### config.mk
export PLATFORM = sky130hd
export DESIGN_NAME = edge_offset_solver
export DESIGN_NICKNAME = d
export VERILOG_FILES = /design/src/rtl/edge_offset_solver.sv
export SDC_FILE = /design/constraint.sdc
export NUM_CORES = 1
export LEC_CHECK = 0
export CORE_AREA = 10 10 195 197
export DETAILED_ROUTE_END_ITERATION = 8
export DIE_AREA = 0 0 205 207
export GPL_TIMING_DRIVEN = 0
export PLACE_DENSITY = 0.46
export SLEW_MARGIN = 20
export SYNTH_ARGS = -nofsm -noshare
export SYNTH_HDL_FRONTEND = slang
export SYNTH_SLANG_ARGS = --single-unit
### constraint.sdc
create_clock -name clk -period 4.6 [get_ports clk]
set_input_delay 1.38 -clock clk [delete_from_list [all_inputs] [get_ports clk]]
set_output_delay 1.38 -clock clk [all_outputs]
set_load 0.005 [all_outputs]
### src/rtl/edge_offset_solver.sv
// Edge offset solver: a = (2*SM - 5*(A+B)) / (2*(A-B)) in signed fixed point.
// Fixed-latency restoring divider behind valid/ready handshakes.
module edge_offset_solver #(
  parameter int SM_W   = 11,
  parameter int AB_W   = 10,
  parameter int FRAC_W = 16,
  parameter int OUT_W  = 32
) (
  input  logic                    clk,
  input  logic                    rst,
  input  logic                    in_valid,
  output logic                    in_ready,
  input  logic [SM_W-1:0]         sm,
  input  logic [AB_W-1:0]         a_in,
  input  logic [AB_W-1:0]         b_in,
  output logic                    out_valid,
  input  logic                    out_ready,
  output logic signed [OUT_W-1:0] result,
  output logic                    div_by_zero
);

  localparam int NUM_W = AB_W + 5;
  localparam int ITER  = NUM_W + FRAC_W;
  localparam int DW    = AB_W + 2;
  localparam int CW    = $clog2(ITER);
  localparam int SW    = (ITER > OUT_W ? ITER : OUT_W) + 1;

  localparam logic [CW-1:0] LAST = CW'(ITER - 1);
  localparam logic signed [SW-1:0] MAXV =
    SW'({1'b0, {(OUT_W-1){1'b1}}});
  localparam logic signed [SW-1:0] MINV = ~MAXV;

  typedef enum logic [2:0] {
    IDLE, PREP, DIV, FIX, DONE
  } state_t;

  state_t state, state_n;

  logic [SM_W-1:0] sm_q;
  logic [AB_W-1:0] a_q, b_q;
  logic [ITER-1:0] quo;
  logic [DW-1:0]   rem, dvs;
  logic [CW-1:0]   cnt;
  logic            neg, n_neg, n_zero, dz_q;

  logic [NUM_W-1:0] sum_c, n_c, n_abs;
  logic [DW-1:0]    d_c, d_abs, rem_n;
  logic [DW:0]      shf;
  logic             take;
  logic signed [SW-1:0]    qe, sq;
  logic signed [OUT_W-1:0] res_c;

  always_ff @(posedge clk) begin
    if (rst) state <= IDLE;
    else     state <= state_n;
  end

  always_comb begin
    state_n = state;
    unique case (state)
      IDLE:    if (in_valid) state_n = PREP;
      PREP:    state_n = DIV;
      DIV:     if (cnt == LAST) state_n = FIX;
      FIX:     state_n = DONE;
      DONE:    if (out_ready) state_n = IDLE;
      default: state_n = IDLE;
    endcase
  end

  assign in_ready  = (state == IDLE);
  assign out_valid = (state == DONE);

  // Operand arithmetic is done modulo 2^width; the widths rule out overflow.
  always_comb begin
    sum_c = NUM_W'(a_q) + NUM_W'(b_q);
    n_c   = (NUM_W'(sm_q) << 1) - ((sum_c << 2) + sum_c);
    d_c   = (DW'(a_q) - DW'(b_q)) << 1;
    n_abs = n_c[NUM_W-1] ? -n_c : n_c;
    d_abs = d_c[DW-1] ? -d_c : d_c;
  end

  always_comb begin
    shf   = {rem, quo[ITER-1]};
    take  = shf >= (DW+1)'(dvs);
    rem_n = take ? DW'(shf - (DW+1)'(dvs)) : shf[DW-1:0];
  end

  always_comb begin
    qe = SW'(quo);
    sq = neg ? -qe : qe;
    if (dz_q) begin
      if (n_zero)     res_c = '0;
      else if (n_neg) res_c = MINV[OUT_W-1:0];
      else            res_c = MAXV[OUT_W-1:0];
    end else if (sq > MAXV) begin
      res_c = MAXV[OUT_W-1:0];
    end else if (sq < MINV) begin
      res_c = MINV[OUT_W-1:0];
    end else begin
      res_c = sq[OUT_W-1:0];
    end
  end

  always_ff @(posedge clk) begin
    if (rst) begin
      result      <= '0;
      div_by_zero <= 1'b0;
      sm_q        <= '0;
      a_q         <= '0;
      b_q         <= '0;
      quo         <= '0;
      rem         <= '0;
      dvs         <= '0;
      cnt         <= '0;
      neg         <= 1'b0;
      n_neg       <= 1'b0;
      n_zero      <= 1'b0;
      dz_q        <= 1'b0;
    end else begin
      unique case (state)
        IDLE: if (in_valid) begin
          sm_q <= sm;
          a_q  <= a_in;
          b_q  <= b_in;
        end
        PREP: begin
          quo    <= {n_abs, FRAC_W'(0)};
          dvs    <= d_abs;
          rem    <= '0;
          cnt    <= '0;
          neg    <= n_c[NUM_W-1] ^ d_c[DW-1];
          n_neg  <= n_c[NUM_W-1];
          n_zero <= (n_c == '0);
          dz_q   <= (d_c == '0);
        end
        DIV: begin
          quo <= {quo[ITER-2:0], take};
          rem <= rem_n;
          cnt <= cnt + 1'b1;
        end
        FIX: begin
          result      <= res_c;
          div_by_zero <= dz_q;
        end
        default: ;
      endcase
    end
  end

endmodule

==> impl_metrics.csv <==
group,metric,value,unit
yosys,synth.distinct_cells,75,
final_layout,post-route-util,31.82,%
sta,fmax,206.0,MHz
critical_path,worst-setup-path-type,"flop to flop",
final_layout,final_cells,1651,
floorplanning,io_pins,70,
route,drtAntennaViolNets,0,
place,finalWeightedCongestion,0.8372,
route,drc_errors,0,
yosys,synth_seq_area_share,30.93,%
power,power_density,617.3,nW/um^2
yosys,syn_nets,1169,
power,peakVddDrop,0.3234,mV
grt,grt-ovfl-total,0,
clocking,clock_latency,0.43,ns
yosys,syn_inst,1073,
final_layout,design_area,10860,sq um
route,first_pass_iters,5,
sta,fin_crit_sh,105.5,%
sta,layout_setup_ws,-0.2534,ns
clocking,clk_pin_slew_worst_paths,0.06,ns
critical_path,start_kind,"flop",
floorplanning,dieArea,42440,sq um
place,portBuffers,68,
sta,skew,0.008173,ns
sta,tightest_slew,0.8804,ns
sta,slew_viol_final,0,
clocking,root_buffer,"clkbuf_16",
grt,grt_pass1_vias,7635,
critical_path,cpLargestDelayFamily,"simple AND/OR/NAND/NOR gates",
sta,setup_viol,4,
power,power,6.702,mW
final_layout,nFillCells,3649,
place,placed_area,9762,sq um
sta,timing.hold.ws,0.4539,ns
status,violations,"negative setup slack",
sta,fin_crit,4.853,ns
critical_path,critical-path-max-stage-delay,0.56,ns
final_layout,drive_gt1_share,12.04,%
critical_path,crit_chain,"ha_4 > fa_2 > nor2b_4 > o311ai_4 > a21oi_1 > nor2_1 > xnor2_2 > fa_2 > ha_4 > o41ai_4 > xnor2_2 > or4_4 > or4b_4 > or4b_4 > a21oi_2",
critical_path,critPathSlowestCell,"or4_4",
final_layout,nNetsFinal,1279,
clocking,clk_path_buf_depth,2,
route,via_per_inst,4.753,
floorplanning,die_w,205,microns
floorplanning,row_count,68,
clocking,numCtsBuffers,17,
critical_path,critPathArrivalTime,5.21,ns
sta,hold_viol_final,0,
clocking,cts.sinks,130,
critical_path,crit_fanout,5,
critical_path,endpoint_kind,"flop",
yosys,yosys_warnings,0,
yosys,async_flop_share,0,%
grt,antenna_found_initial,0,
route,drt_iter0_drc,428,
clocking,cts_tree,"done",
yosys,synth_area,8414,sq um
power,p_leak,3.990,nW
clocking,hold_buffers,0,
flow_run,drv_cap,0,
yosys,avgSynthCellArea,7.842,sq um
worst_hold_path,hp-class,"flop to flop",
route,totalWireLength,26350,microns
final_layout,synthToLayoutAreaGrowth,29.03,%
grt,grt_pass1_wl,41780,microns
route,vias,7848,
yosys,synth_edf_count,0,
sta,max_slew_margin,40.86,%
floorplanning,die_y,207,microns
yosys,synth_seq_cells,130,
grt,grt_max_degree,17,
floorplanning,core,34120,sq um
yosys,ys.flop_type,"dfxtp_1",
sta,rsz0062_at_grt,"true",
critical_path,crit_buf_inv,0,
final_layout,diodes,0,
status,run_status,"finished, violations left",
critical_path,critPathRequiredTime,4.96,ns
place,placedCellCount,1596,
route,wl_per_cell,15.96,microns
place,dp_hpwl,20050,microns
clocking,htreeDepth,4,
floorplanning,initial_core_util,24.66,%
grt,grt_usage,12.16,%
-- metrics by stage --
step | setup WS (ns) | setup TNS [ns]
floorplan | -0.1241 | -0.1241
global placement | -0.8921 | -3.718
detailed placement | -0.8890 | -4.133
CTS | -0.3950 | -0.7453
global route | -0.3937 | -1.431
finish | -0.2534 | -0.5607
-- path summary, 6_finish.rpt --
check | startpoint | endpoint | slack (ns) | cells after the start
setup / recovery | b_q[0] | n_zero | -0.25 | 15
hold / removal | sm_q[8] | sm_q[8] | 0.45 | 2
setup reg to reg | b_q[0] | n_zero | -0.25 | 15
hold reg to reg | sm_q[8] | sm_q[8] | 0.45 | 2
-- worst reg2reg max path: stages (launching register included) --
cell and delay, ns:
dfxtp_4 0.36, ha_4 0.17, fa_2 0.35, nor2b_4 0.14
o311ai_4 0.27, a21oi_1 0.11, nor2_1 0.18, xnor2_2 0.19
fa_2 0.51, ha_4 0.20, o41ai_4 0.44, xnor2_2 0.13
or4_4 0.56, or4b_4 0.50, or4b_4 0.53, a21oi_2 0.13
-- registers in the layout, summed over array words and instances, names as in the netlist --
register / cells
b_q: 10
cnt: 5
neg: 1
sm_q: 11
dvs: 11
state: 3
rem: 12
result: 32
quo: 31
a_q: 10
div_by_zero: 1
n_zero: 1
n_neg: 1
dz_q: 1
-- cell families (layout without fill, tap and decap cells) --
group	after synthesis	after routing	share of synthesized area (%)
buf+inv	122	245	5.457
flops	130	130	30.93
mux	15	15	1.814
fa+ha+maj	62	62	10.26
compound gates	300	300	23.52
xor+xnor	62	62	6.454
simple gates	382	382	21.56
-- cells in the final DEF (no fill, tap or decap), types with 7 or more instances in the layout --
master and instances:
ha_4 8, a211oi_1 12, clkbuf_1 49, a21o_1 14, o21ai_0 47, clkbuf_16 17
nand3_1 14, nand2_1 126, or2_2 9, xnor2_2 7, and2_1 10, xnor2_1 30
nor2_1 105, o221a_2 7, nor4_1 8, o21a_1 10, a22oi_1 30, nor2b_1 11
ha_1 41, a21oi_1 85, mux2i_1 13, inv_1 58, a31oi_1 14, nand2b_1 12
o211ai_1 12, clkdlybuf4s50_1 68, dfxtp_1 126, or3_1 9, fa_1 10, o31ai_1 8
buf_4 25, xor2_1 25, nor3_1 30
-- metal layers --
layer	up-vias	track usage [%]	wire length (microns)
met5	-	0	0
met1	3703	15.79	12710
met3	22	2.341	893
met2	119	20.03	12440
met4	0	3.210	312
li1	4004	-	-
-- layout make-up --
class,instances,area [sq um],area share (%)
clock buffer,20,456.7,4.207
multi-input combinational,821,5710,52.60
timing repair buffer,95,894.6,8.240
inverter,63,239.0,2.201
sequential,130,2615,24.09
clock inverter,12,153.9,1.418
tap,455,569.3,5.244
buffer,55,217.7,2.005
-- power by group --
part	internal [mW]	switching, mW
combinational	1.72	2.14
clock	0.882	0.557
sequential	1.25	0.145
-- synth_stat cells, types with 6 or more instances --
cell | instances | area, sq um
a211oi_1 | 14 | 105.1
a21o_1 | 14 | 105.1
a21oi_1 | 92 | 460.4
a22oi_1 | 30 | 225.2
a31oi_1 | 15 | 93.84
and2_1 | 10 | 62.56
clkbuf_1 | 53 | 198.9
dfxtp_1 | 130 | 2603
fa_1 | 12 | 240.2
ha_1 | 49 | 613.1
inv_1 | 62 | 232.7
mux2i_1 | 13 | 130.1
nand2_1 | 126 | 473.0
nand2b_1 | 13 | 81.33
nand3_1 | 16 | 80.08
nor2_1 | 109 | 409.1
nor2b_1 | 12 | 75.07
nor3_1 | 30 | 150.1
nor4_1 | 9 | 56.30
o211ai_1 | 12 | 90.09
o21a_1 | 10 | 75.07
o21ai_0 | 52 | 260.3
o21bai_1 | 6 | 45.04
o221a_2 | 7 | 78.83
o31ai_1 | 8 | 60.06
or2_2 | 9 | 56.30
or3_1 | 9 | 56.30
xnor2_1 | 37 | 324.1
xor2_1 | 25 | 219.0
-- what timing repair did --
action	CTS	global route
resized for setup	45	21
pin swaps	31	22
buffers inserted	16	12
setup endpoints to repair	13	15
hold endpoints to repair	0	0
No activity file was read; power rests on OpenSTA's default activity.
